`src/rtl/change_dispenser.sv`:
```
// ---------------------------------------------------------------------------
// change_dispenser
//   Pays out change in 25c/10c/5c coins with a greedy algorithm. Each coin is
//   requested from a hopper one at a time. The request is held until the
//   hopper acknowledges it, or until ACK_TIMEOUT cycles pass without an ack.
//
// Parameters
//   ACK_TIMEOUT : cycles in REQ without hopper_ack before the payout faults
//
// Ports
//   clk        in   single clock, rising edge
//   reset      in   asynchronous, active-high
//   start      in   one-cycle payout request, samples amount (ignored while busy)
//   amount     in   [4:0] change owed in cents
//   hopper_ack in   hopper released the coin currently requested
//   coin_req   out  [2:0] one-hot {25c,10c,5c}, high only while requesting
//   busy       out  high whenever the FSM is not idle
//   done       out  one-cycle pulse on successful completion
//   err        out  one-cycle pulse on invalid amount or hopper timeout
//   coins_paid out  [2:0] coins acknowledged in the current/last transaction
// ---------------------------------------------------------------------------
module change_dispenser #(
  parameter int ACK_TIMEOUT = 15
) (
  input  logic       clk,
  input  logic       reset,
  input  logic       start,
  input  logic [4:0] amount,
  input  logic       hopper_ack,
  output logic [2:0] coin_req,
  output logic       busy,
  output logic       done,
  output logic       err,
  output logic [2:0] coins_paid
);

  localparam int TW = $clog2(ACK_TIMEOUT + 1);

  localparam logic [2:0] COIN_25 = 3'b100;
  localparam logic [2:0] COIN_10 = 3'b010;
  localparam logic [2:0] COIN_5  = 3'b001;

  typedef enum logic [2:0] {
    IDLE,
    CALC,
    REQ,
    DONE,
    FAULT
  } state_t;

  state_t         state_reg, state_next;
  logic [4:0]     remaining_reg, remaining_next;
  logic [2:0]     coin_sel_reg, coin_sel_next;
  logic [TW-1:0]  tmo_cnt_reg, tmo_cnt_next;
  logic [2:0]     coins_paid_reg, coins_paid_next;
  logic [2:0]     coin_req_reg, coin_req_next;
  logic           busy_reg, busy_next;
  logic           done_reg, done_next;
  logic           err_reg, err_next;
  logic [4:0]     coin_value;

  // Value in cents of the currently selected coin.
  always_comb begin
    case (coin_sel_reg)
      COIN_25: coin_value = 5'd25;
      COIN_10: coin_value = 5'd10;
      default: coin_value = 5'd5;
    endcase
  end

  always_comb begin
    state_next      = state_reg;
    remaining_next  = remaining_reg;
    coin_sel_next   = coin_sel_reg;
    tmo_cnt_next    = tmo_cnt_reg;
    coins_paid_next = coins_paid_reg;

    case (state_reg)
      IDLE: begin
        if (start) begin
          coins_paid_next = 3'd0;
          if (amount == 5'd0) begin
            state_next = DONE;
          end else if ((amount % 5'd5) != 5'd0) begin
            state_next = FAULT;
          end else begin
            remaining_next = amount;
            state_next     = CALC;
          end
        end
      end

      CALC: begin
        tmo_cnt_next = '0;
        if (remaining_reg == 5'd0) begin
          state_next = DONE;
        end else begin
          if (remaining_reg >= 5'd25)      coin_sel_next = COIN_25;
          else if (remaining_reg >= 5'd10) coin_sel_next = COIN_10;
          else                             coin_sel_next = COIN_5;
          state_next = REQ;
        end
      end

      REQ: begin
        // An ack in the final timeout cycle still counts as a payout.
        if (hopper_ack) begin
          remaining_next  = remaining_reg - coin_value;
          coins_paid_next = coins_paid_reg + 3'd1;
          tmo_cnt_next    = '0;
          state_next      = CALC;
        end else if (tmo_cnt_reg == TW'(ACK_TIMEOUT - 1)) begin
          tmo_cnt_next = '0;
          state_next   = FAULT;
        end else begin
          tmo_cnt_next = tmo_cnt_reg + TW'(1);
        end
      end

      DONE: begin
        state_next = IDLE;
      end

      FAULT: begin
        remaining_next = 5'd0;
        state_next     = IDLE;
      end

      default: begin
        state_next = IDLE;
      end
    endcase

    // Outputs are registered from the next state so they line up with it.
    coin_req_next = (state_next == REQ) ? coin_sel_next : 3'b000;
    busy_next     = (state_next != IDLE);
    done_next     = (state_next == DONE);
    err_next      = (state_next == FAULT);
  end

  always_ff @(posedge clk or posedge reset) begin
    if (reset) begin
      state_reg      <= IDLE;
      remaining_reg  <= 5'd0;
      coin_sel_reg   <= 3'b000;
      tmo_cnt_reg    <= '0;
      coins_paid_reg <= 3'd0;
      coin_req_reg   <= 3'b000;
      busy_reg       <= 1'b0;
      done_reg       <= 1'b0;
      err_reg        <= 1'b0;
    end else begin
      state_reg      <= state_next;
      remaining_reg  <= remaining_next;
      coin_sel_reg   <= coin_sel_next;
      tmo_cnt_reg    <= tmo_cnt_next;
      coins_paid_reg <= coins_paid_next;
      coin_req_reg   <= coin_req_next;
      busy_reg       <= busy_next;
      done_reg       <= done_next;
      err_reg        <= err_next;
    end
  end

  assign coin_req   = coin_req_reg;
  assign busy       = busy_reg;
  assign done       = done_reg;
  assign err        = err_reg;
  assign coins_paid = coins_paid_reg;

endmodule
```
`config.mk`:
```
export PLATFORM = sky130hd
export DESIGN_NAME = change_dispenser
export DESIGN_NICKNAME = d
export VERILOG_FILES = /design/src/rtl/change_dispenser.sv
export SDC_FILE = /design/constraint.sdc
export NUM_CORES = 1
export LEC_CHECK = 0
export ABC_CLOCK_PERIOD_IN_PS = 3300
export BUFFER_PORTS_ARGS = -buffer_cell sky130_fd_sc_hd__buf_2
export CORE_MARGIN = 4
export CORE_UTILIZATION = 50
export DETAILED_ROUTE_END_ITERATION = 8
export GPL_TIMING_DRIVEN = 1
export PLACE_DENSITY = 0.65
export SKIP_CTS_REPAIR_TIMING = 1
export SYNTH_ARGS = -nofsm -noshare
export SYNTH_HDL_FRONTEND = slang
export SYNTH_SLANG_ARGS = --single-unit
```
`constraint.sdc`:
```
create_clock -name clk -period 3.3 [get_ports clk]
set_clock_uncertainty 0.1 [all_clocks]
set_input_delay 0.165 -clock clk [delete_from_list [all_inputs] [get_ports clk]]
set_output_delay 0.165 -clock clk [all_outputs]
set_load 0.005 [all_outputs]
```
Yosys cells after proc, flatten, opt, wreduce, memory -nomap -nowiden
Index checks and enable logic that the tools add are counted.
Operators by class
  $mul: 0
  $lt $le $gt $ge: 2
  shift operators: 0
  equality and inequality tests: 13
  div/mod/pow operators: 1
  multiplexer cells: 24
  add/subtract/negate cells: 3
  reduce and logical (&&, ||, !) cells: 10
  bitwise operators: 0
Operator list (number)
  $mux W3: 11
  $mux W5: 4
  $pmux W5 S3: 1
  $eq A3 B2 Y1 const B: 4
  $logic_not A5 Y1: 2
  $pmux W5 S2: 1
  $eq A3 B3 Y1 const B: 3
  $pmux W3 S3: 1
  $mux W4: 2
  $ne A2 B2 Y1 const B: 4
  $pmux W4 S2: 1
  $pmux W3 S2: 1
  $reduce_bool A3 Y1: 2
  $ge A5 B4 Y1 const B: 1
  $ge A5 B5 Y1 const B: 1
  $mod A5 B3 Y5 const B: 1
  $reduce_and A5 Y1: 1
  $reduce_bool A5 Y1: 1
  $sub A5 B5 Y5: 1
  $add A4 B1 Y4 const B: 1
  $eq A4 B4 Y1 const B: 1
  $reduce_bool A2 Y1: 2
  $add A3 B1 Y3 const B: 1
  $eq A3 B1 Y1 const B: 1
  other kinds (4): 4
Storage, ports and cells
  ROM bits: 0
  latch bits: 0
  bits of input ports: 9
  output and inout port bits: 9
  memories: 0
  memory bits (writable): 0
  register bits after elaboration: 24
  logic and storage cells: 62

Depth between registers and ports, before layout
  word-level depth: 8
  depth in mapped cells: 12
  gate-level depth less buffers: 10

Least setup slack after synthesis
Ideal clock, no wire load.
  path kind: register -> register
  start point: register coin_sel_reg[1]
  end point: register remaining_reg[3]
  library setup time: 0.069 ns
  stages on the path, launching flop included: 10
  arrival time: 2.038 ns
  slack: 1.093 ns
  buffers on the path: 0
  data required time: 3.131 ns
  period minus slack after synthesis: 2.207 ns
  cells stage by stage: dfrtp_1 xor2_1 nor2b_1 inv_1 ha_1 or4b_2 a21oi_1 nand3b_1 a222oi_1 nand3_1
Between the ends
  longest elaborated chain between the ends: 5
  elaborated cells between the ends (all ways): 6
  classes of those cells: add/sub (1); eq/ne (2); mux (3)
Ends and longest elaborated chain
  from (decl): RTL line 53  | logic [2:0] coin_sel_reg, coin_sel_next;
  from (signal assigned): RTL line 155  | coin_sel_reg <= coin_sel_next;
  $eq A3 B2 Y1 / $eq A3 B3 Y1 (equally long branches): RTL line 64  | case (coin_sel_reg)
  $pmux W5 S2 (*): RTL line 64
  $sub A5 B5 Y5 (*): RTL line 108  | remaining_next = remaining_reg - coin_value;
  $mux W5 (*): RTL line 107  | if (hopper_ack) begin
  $pmux W5 S3 (*): RTL line 78  | case (state_reg)
  to (signal assigned): RTL line 154  | remaining_reg <= remaining_next;
  to (decl): RTL line 52  | logic [4:0] remaining_reg, remaining_next;
Every way passes the cells marked *; elsewhere a longest branch is shown, timed or not. The select of a mux whose other input is x is not followed.
A chain may end at the register's enable or synchronous reset.

Worst setup path in the final report
Ends and elaborated chain as after synthesis.

==> results.ini <==
[setup_path]
worstSetupStartpointType=flip-flop
rr_endpoint=remaining_reg[3]
cpMaxStageDelayCell=or4b_2
ff2ff_path_depth=9
worst_setup_path_end_kind=flip-flop
r2r_setup_slack_ps=840
crit_arrival_ps=2570
cp_num_buf_inv=1
critPathRequiredTime_ps=3410
r2r_start=coin_sel_reg[1]
slowest_delay_ps=620
cp_max_fo=6
crit_chain=xor2_1 > nor2b_1 > inv_1 > ha_1 > or4b_2 > a21oi_1 > nand3b_1 > a222oi_1 > nand3_1
critPathTopFamily=simple AND/OR/NAND/NOR gates
path_class=reg -> reg

[routing]
wire_per_inst_um=16.0
vias_per_cell=6.21
drt-initial-drc-count=138
drtPass1Iterations=6
drt.antenna.violating_nets=0
drc=0
vias=1651
totalWireLength_um=4250

[clock_network]
cts-buffers-inserted=3
clkTransAtPathRegs_ps=90
htree_levels=1
cts_tree=yes
clk_latency_ps=270
cts_sinks=24
clock-root-buffer=clkbuf_8
clockBufferDepth=2

[cells_and_area]
drive_gt1_frac=0.161
diodes=0
nNetsFinal=237
syn2layout_area_growth_pct=6.93
largest_reg_flops=5
fill_cells=331
final_area_mm2=0.00201

[placement]
portBuffers=17
place_congestion=0.851
dpl.hpwl_um=3160
place_area_mm2=0.00194

[die]
pin_count=18
fp.dieW_um=69.3
start_util=0.517
die-area_mm2=0.00480
die_h_um=69.3
core_area_mm2=0.00363
rows=22

[outcome]
status=complete, but fails checks
violations=negative hold slack

[yosys]
synthesis.area_mm2=0.00188
synth_compound_area_frac=0.210
synth_seq_cells=24
yosysWarnings=0
synthesis.nets=226
ys_async_sr_fraction=1.00
synth_ff_type=dfrtp_1
synth_area_leaders=dfrtp_1, ha_1, o21ai_0
synth_xor_area_frac=0.0280
synth-simple-area-share=0.296
synth.most_common_cell=dfrtp_1
muxShareOfSynthArea=0.0167
synth-edff-count=0
yosys.area.top_type=dfrtp_1
synth_common_cells=dfrtp_1, nand2_1, o21ai_0
ys_types=58
syn_inst=208
synth_fa_ha_area_frac=0.0640
yosysSeqAreaShare=0.320
yosys.area.top_type_share=0.320
synth_top_family_by_area=simple AND/OR/NAND/NOR gates
syn_avg_cell_area_um2=9.03

[global_routing]
overflow=0
grt_pass1_vias=1583
grt_antenna_before_repair=0
grt.total_usage=0.181
grt_pass1_wl_um=7290
grt_max_degree=25

[sta]
rsz0062_at_grt=no
hold_slack_ps=-25.2
finalSetupTns_ps=0
max_freq_mhz=407
setup_violations=0
hold_viol=24
finalMaxSlewViolations=0
tightest_slew_ps=896
post-route-period-util=0.745
post-route-min-period_ps=2460
relSlewSlack=0.402

[min_path]
holdCritPathClass=in -> async

[power]
cellPowerDensity_mw_per_mm2=837
p_leak_nw=0.912
irDropWorstVdd_mv=0.385

[run]
drv_cap=0

-- power breakdown --
part | switching, W | internal, W | leakage, nW
Combinational | 0.000470 | 0.000403 | 0.564
Clock | 0.0000970 | 0.000162 | 0.0357
Sequential | 0.000155 | 0.000393 | 0.313
-- area by class of cell --
type                            count  area, um2  share of cell area
Sequential cell                    24        601               0.299
Inverter                            8       30.0              0.0150
Multi-Input combinational cell    164       1150               0.574
Timing Repair Buffer               18       92.6              0.0461
Clock inverter                      1       30.0              0.0150
Clock buffer                        3       41.3              0.0206
Tap cell                           48       60.1              0.0299
-- layer usage --
layer	vias up	track usage	share of wire
met4	0	0.0521	0.0078
met2	55	0.316	0.50
li1	794	-	-
met5	-	0	0
met3	4	0.0319	0.047
met1	798	0.228	0.44
-- kinds of logic (layout without fill, tap and decap cells) --
group | Yosys count | after routing
DFF | 24 | 24
AOI/OAI and AO/OA | 58 | 58
muxes | 3 | 3
adders and majority gates | 9 | 9
xor gates and xnor gates | 6 | 6
buffers and inverters | 20 | 30
and+or+nand+nor | 88 | 88
-- placed cells by master (no fill, tap or decap), types with 6 or more instances in the layout --
cell and n:
ha_1 8, inv_1 7, a21oi_1 11, and2_1 6
nand3_1 7, a22o_1 6, buf_2 17, nand2_1 17
dfrtp_1 24, o21ai_0 17, nor2_1 12
-- worst max path at each step --
| stage | to | startpoint | cells after the start |
|---|---|---|---|
| after floorplan | remaining_reg[3] | coin_sel_reg[1] | 9 |
| after global placement | remaining_reg[2] | amount[2] | 11 |
| after detailed placement | remaining_reg[2] | amount[2] | 11 |
| after CTS | remaining_reg[3] | coin_sel_reg[1] | 9 |
| after global routing | coin_req[2] | amount[2] | 10 |
| final | remaining_reg[3] | coin_sel_reg[1] | 9 |
-- stage by stage --
step	setup WS [ps]	util	instances	hold slack, ps	total power [W]
final	842	0.553	266	-25.2	0.00168
after global routing	642	0.553	266	37.4	0.00183
after CTS	842	0.553	266	17.0	0.00169
after detailed placement	628	0.533	262	317	0.00142
after global placement	742	0.533	262	281	0.00139
after floorplan	1090	-	208	79.6	0.00121
No activity file was read; power rests on OpenSTA's default activity.
